### config.mk
export PLATFORM = sky130hd
export DESIGN_NAME = sprite_line_fetch_flat
export DESIGN_NICKNAME = d
export VERILOG_FILES = /design/src/rtl/sprite_line_fetch_if.sv /design/src/rtl/sprite_line_fetch.sv /design/src/flat_wrapper.sv
export SDC_FILE = /design/constraint.sdc
export NUM_CORES = 1
export LEC_CHECK = 0
export ABC_AREA = 0
export CORE_UTILIZATION = 50
export DETAILED_ROUTE_END_ITERATION = 8
export PLACE_DENSITY = 0.67
export SKIP_LAST_GASP = 1
export SYNTH_ARGS = -nofsm -noshare
export SYNTH_HDL_FRONTEND = slang
export SYNTH_SLANG_ARGS = --single-unit
### constraint.sdc
create_clock -name clk -period 8.54 [get_ports clk]
set_clock_uncertainty 0.15 [all_clocks]
set_input_delay 1.708 -clock clk [delete_from_list [all_inputs] [get_ports clk]]
set_output_delay 1.708 -clock clk [all_outputs]
set_load 0.05 [all_outputs]
### src/rtl/sprite_line_fetch_if.sv
// Signal bundle for sprite_line_fetch: attribute writes, the line/pixel timing,
// the pattern-memory read port and the per-pixel sprite stream.
interface sprite_line_fetch_if;
  logic        attr_we;
  logic [2:0]  attr_sel;
  logic [31:0] attr_wdata;
  logic        line_start;
  logic [9:0]  next_y;
  logic        mem_req;
  logic [15:0] mem_addr;
  logic        mem_ack;
  logic [15:0] mem_rdata;
  logic        pixel_valid;
  logic [9:0]  pixel_x;
  logic [8:0]  sprite_index;
  logic        sprite_enable;
  logic        fetch_done;
  logic        overrun;

  modport master (
    output attr_we, attr_sel, attr_wdata, line_start, next_y,
           mem_ack, mem_rdata, pixel_valid, pixel_x,
    input  mem_req, mem_addr, sprite_index, sprite_enable, fetch_done, overrun
  );

  modport slave (
    input  attr_we, attr_sel, attr_wdata, line_start, next_y,
           mem_ack, mem_rdata, pixel_valid, pixel_x,
    output mem_req, mem_addr, sprite_index, sprite_enable, fetch_done, overrun
  );
endinterface

### src/rtl/sprite_line_fetch.sv
// Sprite line fetcher: during hblank, reads 16x16 4bpp pattern rows for sprites on
// the next line, then emits the highest-priority opaque sprite pixel per column.
module sprite_line_fetch #(
  parameter int          SPRITES      = 4,
  parameter logic [15:0] PATTERN_BASE = 16'h8000
) (
  input logic                clk,
  input logic                rst_n,
  sprite_line_fetch_if.slave bus
);
  localparam int         MAX_SPRITES = 8;
  localparam logic [2:0] LAST        = 3'(SPRITES - 1);

  localparam logic [2:0] S_IDLE  = 3'd0;
  localparam logic [2:0] S_SCAN  = 3'd1;
  localparam logic [2:0] S_FETCH = 3'd2;
  localparam logic [2:0] S_NEXT  = 3'd3;
  localparam logic [2:0] S_DONE  = 3'd4;

  typedef struct packed {
    logic       en;
    logic [4:0] pal;
    logic [9:0] y;
    logic [9:0] x;
    logic [5:0] tile;
  } attr_t;

  attr_t       attr [MAX_SPRITES];
  logic [2:0]  state;
  logic [2:0]  idx;
  logic [1:0]  w;
  logic [9:0]  cur_y;
  logic [5:0]  tile_q;
  logic [3:0]  row_q;
  logic        drain;
  logic        overrun_q;
  logic        pend_valid [MAX_SPRITES];
  logic        act_valid  [MAX_SPRITES];
  logic [9:0]  pend_x     [MAX_SPRITES];
  logic [9:0]  act_x      [MAX_SPRITES];
  logic [4:0]  pend_pal   [MAX_SPRITES];
  logic [4:0]  act_pal    [MAX_SPRITES];
  logic [63:0] pend_row   [MAX_SPRITES];
  logic [63:0] act_row    [MAX_SPRITES];
  logic [8:0]  index_q;
  logic        enable_q;
  logic        mem_req;

  attr_t      scan_attr;
  logic [9:0] scan_row;
  logic       scan_hit;

  assign scan_attr = attr[idx];
  assign scan_row  = cur_y - scan_attr.y;
  assign scan_hit  = scan_attr.en && (scan_row[9:4] == 6'd0);

  always_ff @(posedge clk or negedge rst_n) begin
    if (!rst_n) begin
      for (int k = 0; k < MAX_SPRITES; k++) attr[k] <= '0;
    end else if (bus.attr_we && (int'(bus.attr_sel) < SPRITES)) begin
      attr[bus.attr_sel] <= attr_t'(bus.attr_wdata);
    end
  end

  // A line_start during FETCH leaves the read in flight; drain keeps the request
  // up until its ack and stalls SCAN so the restarted fetch never sees that data.
  always_ff @(posedge clk or negedge rst_n) begin
    if (!rst_n) begin
      state     <= S_IDLE;
      idx       <= '0;
      w         <= '0;
      cur_y     <= '0;
      tile_q    <= '0;
      row_q     <= '0;
      drain     <= 1'b0;
      overrun_q <= 1'b0;
      for (int k = 0; k < MAX_SPRITES; k++) begin
        pend_valid[k] <= 1'b0;
        act_valid[k]  <= 1'b0;
      end
    end else if (bus.line_start) begin
      overrun_q <= (state != S_IDLE) && (state != S_DONE);
      drain     <= (drain || (state == S_FETCH)) && !bus.mem_ack;
      cur_y     <= bus.next_y;
      idx       <= '0;
      state     <= S_SCAN;
      for (int k = 0; k < MAX_SPRITES; k++) begin
        act_valid[k]  <= pend_valid[k];
        pend_valid[k] <= 1'b0;
      end
    end else begin
      overrun_q <= 1'b0;
      case (state)
        S_SCAN: begin
          if (drain) begin
            if (bus.mem_ack) drain <= 1'b0;
          end else if (scan_hit) begin
            tile_q <= scan_attr.tile;
            row_q  <= scan_row[3:0];
            w      <= '0;
            state  <= S_FETCH;
          end else begin
            state <= S_NEXT;
          end
        end
        S_FETCH: begin
          if (bus.mem_ack) begin
            if (w == 2'd3) begin
              pend_valid[idx] <= 1'b1;
              state           <= S_NEXT;
            end else begin
              w <= w + 2'd1;
            end
          end
        end
        S_NEXT: begin
          if (idx == LAST) begin
            state <= S_DONE;
          end else begin
            idx   <= idx + 3'd1;
            state <= S_SCAN;
          end
        end
        default: ;
      endcase
    end
  end

  // NOTE: position, palette and pattern storage carry no reset; the valid bits above gate every use.
  always_ff @(posedge clk) begin
    if (bus.line_start) begin
      for (int k = 0; k < MAX_SPRITES; k++) begin
        act_x[k]   <= pend_x[k];
        act_pal[k] <= pend_pal[k];
        act_row[k] <= pend_row[k];
      end
    end else begin
      if ((state == S_SCAN) && !drain && scan_hit) begin
        pend_x[idx]   <= scan_attr.x;
        pend_pal[idx] <= scan_attr.pal;
      end
      if ((state == S_FETCH) && bus.mem_ack) pend_row[idx][{~w, 4'b0000} +: 16] <= bus.mem_rdata;
    end
  end

  logic       win;
  logic [8:0] win_index;
  logic [9:0] col;
  logic [3:0] colour;

  // NOTE: every always_comb output gets a default first so no path can infer a latch.
  always_comb begin
    win       = 1'b0;
    win_index = '0;
    col       = '0;
    colour    = '0;
    // Walk from lowest priority upward so sprite 0 overwrites any other winner.
    for (int k = SPRITES - 1; k >= 0; k--) begin
      col    = bus.pixel_x - act_x[k];
      colour = act_row[k][{~col[3:0], 2'b00} +: 4];
      if (act_valid[k] && (col[9:4] == 6'd0) && (colour != 4'd0)) begin
        win       = 1'b1;
        win_index = {act_pal[k], colour};
      end
    end
  end

  always_ff @(posedge clk or negedge rst_n) begin
    if (!rst_n) begin
      index_q  <= '0;
      enable_q <= 1'b0;
    end else if (bus.pixel_valid && win) begin
      index_q  <= win_index;
      enable_q <= 1'b1;
    end else begin
      index_q  <= '0;
      enable_q <= 1'b0;
    end
  end

  assign mem_req           = (state == S_FETCH) || drain;
  assign bus.mem_req       = mem_req;
  assign bus.mem_addr      = mem_req ? PATTERN_BASE + {4'b0000, tile_q, row_q, w} : 16'h0000;
  assign bus.fetch_done    = (state == S_DONE);
  assign bus.overrun       = overrun_q;
  assign bus.sprite_index  = index_q;
  assign bus.sprite_enable = enable_q;
endmodule
### src/flat_wrapper.sv
// flat-port wrapper written by rule: the top's interface ports become plain ports
module sprite_line_fetch_flat 
#(
  parameter int          SPRITES      = 4,
  parameter logic [15:0] PATTERN_BASE = 16'h8000
)
  (clk, rst_n, bus_attr_we, bus_attr_sel, bus_attr_wdata, bus_line_start, bus_next_y, bus_mem_ack, bus_mem_rdata, bus_pixel_valid, bus_pixel_x, bus_mem_req, bus_mem_addr, bus_sprite_index, bus_sprite_enable, bus_fetch_done, bus_overrun);
  sprite_line_fetch_if bus_i ();
  input logic clk;
  input logic rst_n;
  input wire logic [$bits(bus_i.attr_we)-1:0] bus_attr_we;
  input wire logic [$bits(bus_i.attr_sel)-1:0] bus_attr_sel;
  input wire logic [$bits(bus_i.attr_wdata)-1:0] bus_attr_wdata;
  input wire logic [$bits(bus_i.line_start)-1:0] bus_line_start;
  input wire logic [$bits(bus_i.next_y)-1:0] bus_next_y;
  input wire logic [$bits(bus_i.mem_ack)-1:0] bus_mem_ack;
  input wire logic [$bits(bus_i.mem_rdata)-1:0] bus_mem_rdata;
  input wire logic [$bits(bus_i.pixel_valid)-1:0] bus_pixel_valid;
  input wire logic [$bits(bus_i.pixel_x)-1:0] bus_pixel_x;
  output wire logic [$bits(bus_i.mem_req)-1:0] bus_mem_req;
  output wire logic [$bits(bus_i.mem_addr)-1:0] bus_mem_addr;
  output wire logic [$bits(bus_i.sprite_index)-1:0] bus_sprite_index;
  output wire logic [$bits(bus_i.sprite_enable)-1:0] bus_sprite_enable;
  output wire logic [$bits(bus_i.fetch_done)-1:0] bus_fetch_done;
  output wire logic [$bits(bus_i.overrun)-1:0] bus_overrun;
  assign bus_i.attr_we = bus_attr_we;
  assign bus_i.attr_sel = bus_attr_sel;
  assign bus_i.attr_wdata = bus_attr_wdata;
  assign bus_i.line_start = bus_line_start;
  assign bus_i.next_y = bus_next_y;
  assign bus_i.mem_ack = bus_mem_ack;
  assign bus_i.mem_rdata = bus_mem_rdata;
  assign bus_i.pixel_valid = bus_pixel_valid;
  assign bus_i.pixel_x = bus_pixel_x;
  assign bus_mem_req = bus_i.mem_req;
  assign bus_mem_addr = bus_i.mem_addr;
  assign bus_sprite_index = bus_i.sprite_index;
  assign bus_sprite_enable = bus_i.sprite_enable;
  assign bus_fetch_done = bus_i.fetch_done;
  assign bus_overrun = bus_i.overrun;
  sprite_line_fetch #(.SPRITES(SPRITES), .PATTERN_BASE(PATTERN_BASE)) u_core (.clk(clk), .rst_n(rst_n), .bus(bus_i));
endmodule
### After elaboration in Yosys (flattened, before gate mapping)

Memories as Yosys holds them, arrays and structs flattened.
Index checks and enable logic that the tools add are counted.

| operators by class | value |
|---|---|
| add/sub/neg operators | 9 |
| $mul | 0 |
| div/mod/pow operators | 0 |
| magnitude comparators | 5 |
| equality and inequality tests | 15 |
| shift operators | 6 |
| muxes and demuxes | 51 |
| bitwise operators | 10 |
| reductions and logical operators | 43 |

Operator list:

| operator | count |
|---|---|
| $bwmux 256 | 1 |
| $shiftx 64x7->4 | 4 |
| $bmux 32 s3 | 1 |
| $demux 32 s3 | 1 |
| $mux 32 | 3 |
| $mux 64 | 1 |
| $shift 16x8->64 const A | 1 |
| $shiftx 16x8->64 | 1 |
| $sub 10x10->10 | 5 |
| $mux 9 | 5 |
| $mux 8 | 4 |
| $logic_not 6->1 | 5 |
| $mux 3 | 8 |
| $reduce_bool 4->1 | 5 |
| $mux 1 | 19 |
| $logic_and 1x1->1 | 18 |
| $add 16x12->16 const A | 1 |
| $mux 16 | 1 |
| $not 4->4 | 4 |
| $reduce_bool 2->1 | 6 |
| $eq 3x2->1 const B | 3 |
| $ne 3x3->1 const B | 3 |
| $pmux 3 s3 | 1 |
| $ge 4x4->1 const B | 2 |
| other kinds (25) | 36 |

| word-level totals | value |
|---|---|
| register bits after elaboration | 308 |
| bits in latches | 0 |
| bits in writable memories | 1264 |
| memory bits (read-only) | 0 |
| output and inout port bits | 29 |
| logic and storage cells | 207 |
| memories kept | 6 |

Memory list:

| memory | words | width | read ports | clocked after memory_dff | wr ports | RTL line | source |
|---|---|---|---|---|---|---|---|
| u_core.act_row | 8 | 64 | 4 | 0 | 8 | sprite_line_fetch.sv:44 | `logic [63:0] act_row [MAX_SPRITES];` |
| u_core.pend_row | 8 | 64 | 8 | 0 | 1 | sprite_line_fetch.sv:43 | `logic [63:0] pend_row [MAX_SPRITES];` |
| u_core.act_x | 8 | 10 | 4 | 0 | 8 | sprite_line_fetch.sv:40 | `logic [9:0] act_x [MAX_SPRITES];` |
| u_core.pend_x | 8 | 10 | 8 | 0 | 1 | sprite_line_fetch.sv:39 | `logic [9:0] pend_x [MAX_SPRITES];` |
| u_core.act_pal | 8 | 5 | 4 | 0 | 8 | sprite_line_fetch.sv:42 | `logic [4:0] act_pal [MAX_SPRITES];` |
| u_core.pend_pal | 8 | 5 | 8 | 0 | 1 | sprite_line_fetch.sv:41 | `logic [4:0] pend_pal [MAX_SPRITES];` |

### Longest topological paths before layout

An unclocked memory read counts as a cell.

| logic depth | value |
|---|---|
| depth in word-level cells | 12 |
| depth in mapped cells | 20 |
| gate-level depth less buffers | 15 |

### Least setup slack after synthesis

Ideal clock, no wire load.

| timing path | value |
|---|---|
| kind | register to register |
| start | register u_core.idx[0] |
| end | memory u_core.pend_pal[0][0] (enable) |
| setup time | 386 ps |
| arrival | 5056 ps |
| required time | 8004 ps |
| path slack | 2947 ps |
| cell stages (with the launch flop) | 19 |
| buffers on the path | 4 |
| path through | dfrtp_1 -> clkbuf_1 -> buf_1 -> buf_1 -> mux4_2 -> nand2_1 -> nand3_1 -> ha_1 -> fa_1 -> nor2b_1 -> o21ai_0 -> a21boi_0 -> o21ai_0 -> a21oi_1 -> xor2_1 -> nor3_1 -> nand3b_1 -> clkbuf_1 -> nor2_1 |

| on the way | value |
|---|---|
| word-level cells in the longest chain between the ends | 11 |

RTL lines:

| element | RTL line | source |
|---|---|---|
| from (decl) | sprite_line_fetch.sv:30 | `logic [2:0] idx;` |
| from (signal assigned) | sprite_line_fetch.sv:120 | `idx <= idx + 3'd1;` |
| $not 3->4 (implied by the code) | sprite_line_fetch.sv:53 | `assign scan_attr = attr[idx];` |
| $bmux 32 s3 | sprite_line_fetch.sv:53 |  |
| $mux 32 (implied by the code) (2 in series) | sprite_line_fetch.sv:53 |  |
| $sub 10x10->10 | sprite_line_fetch.sv:54 | `assign scan_row = cur_y - scan_attr.y;` |
| $logic_not 6->1 | sprite_line_fetch.sv:55 | `assign scan_hit = scan_attr.en && (scan_row[9:4] == 6'd0);` |
| $logic_and 1x1->1 | sprite_line_fetch.sv:55 |  |
| $logic_and 1x1->1 | sprite_line_fetch.sv:138 | `if ((state == S_SCAN) && !drain && scan_hit) begin` |
| $mux 1 | sprite_line_fetch.sv:138 |  |
| $mux 1 | sprite_line_fetch.sv:131 | `if (bus.line_start) begin` |
| $mux 1 (implied by the code) | sprite_line_fetch.sv:140 | `pend_pal[idx] <= scan_attr.pal;` |
| to (decl) | sprite_line_fetch.sv:41 |  |

Several ways; a longest one is shown, not always the timed one. The select of a mux whose other input is x is not followed.

### Worst setup path in the final report

| timing path | value |
|---|---|
| start | input port bus_pixel_x[1] |
| end | register u_core.index_q[6] (netlist: u_core.bus.sprite_index[6]) |

| on the way | value |
|---|---|
| word-level cells in the longest chain between the ends | 11 |

RTL lines:

| element | RTL line | source |
|---|---|---|
| from (decl) | flat_wrapper.sv:19 | `input wire logic [$bits(bus_i.pixel_x)-1:0] bus_pixel_x;` |
| $sub 10x10->10 | sprite_line_fetch.sv:159 | `col = bus.pixel_x - act_x[k];` |
| $not 4->4 | sprite_line_fetch.sv:160 | `colour = act_row[k][{~col[3:0], 2'b00} +: 4];` |
| $shiftx 64x7->4 | sprite_line_fetch.sv:160 |  |
| $reduce_bool 4->1 | sprite_line_fetch.sv:161 | `if (act_valid[k] && (col[9:4] == 6'd0) && (colour != 4'd0)) begin` |
| $logic_and 1x1->1 | sprite_line_fetch.sv:161 |  |
| $mux 1 (4 in series) | sprite_line_fetch.sv:161 |  |
| $logic_and 1x1->1 | sprite_line_fetch.sv:172 | `end else if (bus.pixel_valid && win) begin` |
| $mux 9 * | sprite_line_fetch.sv:172 |  |
| to (signal assigned) | sprite_line_fetch.sv:173 | `index_q <= win_index;` |
| to (decl) | sprite_line_fetch.sv:45 | `logic [8:0] index_q;` |

Every way passes the cells marked *; elsewhere a longest branch is shown, timed or not.
A chain may end at the register's enable or synchronous reset.

==> flow_summary.toml <==
[status]
status = "completed"

[routing]
top_layer = "met5"
ant_nets = 0
drcViolationCount = 0
wl_met2_um = 37800
via_per_inst = 5.70
drt-pass1-iter-count = 5
wl_met1_um = 33400
wl_met3_um = 4610
wl_per_cell_um = 24.5
totalWireLength_um = 78100
vias = 18200
drt-initial-drc-count = 1513

[grt]
grt_pass1_vias = 18900
track_usage = 0.217
grt_max_degree = 197
gr-total-overflow = 0
grt_pass1_wl_um = 118000
antenna_found_initial = 3

[timing]
relSlewSlack = 0.191
setup_viol = 0
setup_slack_ps = 2540
period_needed_ps = 6000
worst_pin_slew_ps = 1210
fmax_ghz = 0.167
fin_crit_sh = 0.703
drv_slew = 0
finalSetupTns_ps = 0
hold_viol = 0
rsz0062_at_grt = "false"

[floorplan]
die_w_um = 271
die-height_um = 271
dieArea_um2 = 73700
coreArea_um2 = 71600
io_pins = 106
initial_utilization = 0.507
rows = 98

[synthesis]
synth_top_family_by_area = "multiplexers"
syn_avg_cell_area_um2 = 17.1
synth_area_um2 = 36300
synthAdderAreaFrac = 0.0210
ys_types = 73
synth_flop_cell = "edfxtp_1"
synth.mux.area_fraction = 0.121
synth-edff-count = 632
synth_cells = 2124
ys_seq_area_frac = 0.732
synth-async-reset-ratio = 0.325
ys_seq_elements = 936
synth_xor_xnor_area_share = 0.00696
synthSimpleGateAreaFrac = 0.0486
synth_compound_gate_area_share = 0.0419
yosys_warnings = 0

[setup_path]
arrival_ps = 6330
r2r-start = "u_core.idx[0]"
crit_buf_inv = 2
crit_type = "in -> reg"
end_kind = "flop"
crit_top_cell = "mux4_2"
cp.required_ps = 8860
cp_top_family = "adder cells"
worst_path_max_delay_cell = "fa_1"
r2r_end = "u_core.pend_x[2][9]"
regToRegSetupSlack_ps = 2600
cp-start-kind = "primary input"
path_cells = "clkdlybuf4s50_1, inv_1, fa_1, mux4_2, mux4_2, or4_1, and3_1, o311ai_4, o32ai_1"
slowest_delay_ps = 1090
worstRegToRegCells = 17
crit_fanout = 16

[clocking]
cts_hold_buf = 0
clockRootBuffer = "clkbuf_16"
cts_buffers = 92
cts_resized = 0
cts_tree = "built"
clk_latency_ps = 640
cts_setup_buffers = 0
clkSlewWorstSetupHoldPaths_ps = 60
clockBufferDepth = 3
cts_sinks = 936
cts_max_level = 3

[pwr]
leakage_nw = 15.7
p_switching_mw = 2.38
p_int_mw = 8.03
power_density_nw_per_um2 = 252
combPwrFrac = 0.097
clockPowerShare = 0.404
power_frac_seq = 0.499
p_sw_frac = 0.228
max-vdd-ir-drop_uv = 183

[place]
dp_cells = 3023
globalplace.congestion = 0.956
dpl.hpwl_um = 52100
port-buffer-count = 102
place_ws_ps = 1950

[min_path]
min_from = "u_core.attr[4]"
min_path_cells = 0
hold_end = "u_core.attr[4]"
hp-class = "reg -> reg"

[cells_and_area]
fin_cells = 3191
syn2layout_area_growth_pct = 13.8
fillers = 5345
drive_gt1_frac = 0.206
multi_input_comb_area_um2 = 8760
final_nets = 2302
seqCellArea_um2 = 26600

[flow_run]
cap_violations = 0
## Yosys cell counts (6+ instances only)
| library cell | n | area (um2) |
|---|---|---|
| o22ai_1 | 7 | 43.8 |
| nor2b_1 | 22 | 138 |
| mux2_2 | 151 | 1700 |
| mux2i_1 | 35 | 350 |
| mux4_2 | 92 | 2070 |
| a22oi_1 | 61 | 458 |
| nor3_1 | 14 | 70.1 |
| xnor2_1 | 14 | 123 |
| nand2_1 | 62 | 233 |
| nand2b_1 | 8 | 50.1 |
| a211oi_1 | 13 | 97.6 |
| a31oi_1 | 6 | 37.5 |
| nor2_1 | 72 | 270 |
| xor2_1 | 13 | 114 |
| dfrtp_1 | 304 | 7610 |
| nand3_1 | 37 | 185 |
| and2_1 | 68 | 425 |
| mux4_1 | 10 | 263 |
| nor4_1 | 6 | 37.5 |
| inv_1 | 56 | 210 |
| o21a_1 | 10 | 75.1 |
| ha_1 | 53 | 663 |
| nor3b_1 | 8 | 60.1 |
| clkbuf_1 | 176 | 661 |
| edfxtp_1 | 632 | 19000 |
| a21oi_1 | 37 | 185 |
| buf_1 | 14 | 52.6 |
| o21ai_0 | 38 | 190 |
## layer usage
layer  track usage  up-vias
met4        0.0758        2
li1              -     8026
met1         0.301     9423
met3        0.0390      120
met5             0        -
met2         0.349      615
## worst reg2reg max path, cell delays in order (launching register included)
cell	delay, ps
dfrtp_2	930
buf_4	490
and3_1	240
buf_4	300
a22oi_1	120
nand2_1	200
a21oi_1	90
ha_1	360
nor2b_1	150
o21ai_0	220
a21boi_0	130
o21ai_0	350
a21oi_1	120
nand4b_1	220
nor3_1	200
nand3b_1	680
nor2_1	340
buf_4	310
## registers in the layout, indices dropped and copies added (netlist names)
| name | count |
|---|---|
| u_core.row_q | 4 |
| u_core.pend_valid | 4 |
| u_core.attr | 256 |
| u_core.act_pal | 20 |
| u_core.bus.overrun | 1 |
| u_core.pend_row | 256 |
| u_core.state | 3 |
| u_core.pend_x | 40 |
| u_core.act_x | 40 |
| u_core.drain | 1 |
| u_core.cur_y | 10 |
| u_core.pend_pal | 20 |
| u_core.act_row | 256 |
| u_core.bus.sprite_enable | 1 |
| u_core.idx | 3 |
| u_core.w | 2 |
| u_core.act_valid | 4 |
| u_core.bus.sprite_index | 9 |
| u_core.tile_q | 6 |
## power groups by stage
stage	clock network, mW	logic, mW	registers (mW)
after floorplan	0	0.647	5.22
after global placement	0	0.985	5.26
after detailed placement	0	1.02	5.28
after CTS	4.27	1.02	5.19
after global routing	4.46	1.10	5.21
final	4.21	1.01	5.19
## how the worst max path moves through the flow
stage,cells past startpoint,to,startpoint
after global placement,9,u_core.bus.sprite_index[5],bus_pixel_x[1]
final,9,u_core.bus.sprite_index[6],bus_pixel_x[1]
after global routing,17,u_core.pend_x[2][3],u_core.idx[0]
after detailed placement,9,u_core.bus.sprite_index[6],bus_pixel_x[1]
after floorplan,18,u_core.pend_pal[0][0],u_core.idx[0]
after CTS,17,u_core.pend_x[2][4],u_core.idx[0]
## per-stage QoR
| step | total power [mW] | instance area [um2] | util | hold WS [ps] |
|---|---|---|---|---|
| 2_1_floorplan | 5.87 | 36300 | - | 250 |
| 3_3_place_gp | 6.25 | 38100 | 0.533 | 210 |
| 3_5_place_dp | 6.30 | 38100 | 0.533 | 212 |
| 4_1_cts | 10.5 | 41300 | 0.577 | 226 |
| 5_1_grt | 10.8 | 41300 | 0.577 | 231 |
| 6_report | 10.4 | 41300 | 0.577 | 222 |
## cells in the final DEF, fill, tap and decap left out, types with 12 or more instances in the layout
cell	count
clkinv_2	14
ha_1	52
a211oi_1	13
mux4_2	92
clkdlybuf4s50_1	100
edfxtp_1	632
nor2_1	71
mux2i_1	35
clkinv_1	13
buf_4	46
o21ai_0	38
inv_1	56
and2_1	69
nor3_1	12
clkbuf_16	97
dfrtp_1	302
xor2_1	13
nand3_1	37
bufinv_16	14
nand2_1	62
a21oi_1	37
xnor2_1	14
a22oi_1	61
nor2b_1	22
mux2_2	151
## cells by family after synthesis
logic type | after synthesis
flip-flops | 936
XOR/XNOR | 28
other | 1
adder cells (fa/ha/maj) | 58
AND/OR/NAND/NOR | 334
multiplexers | 288
buffers and inverters | 258
AO/OA/AOI/OAI | 221
## final cells by class
cell class / instances / area share
antenna: 1 / 0.0000606
clock buffer: 111 / 0.0610
clock inverter: 56 / 0.0161
inverter: 56 / 0.00509
multi-input combinational: 932 / 0.212
sequential: 936 / 0.643
tap: 950 / 0.0288
timing repair buffer: 149 / 0.0338
Power figures use the tool's default switching activity.
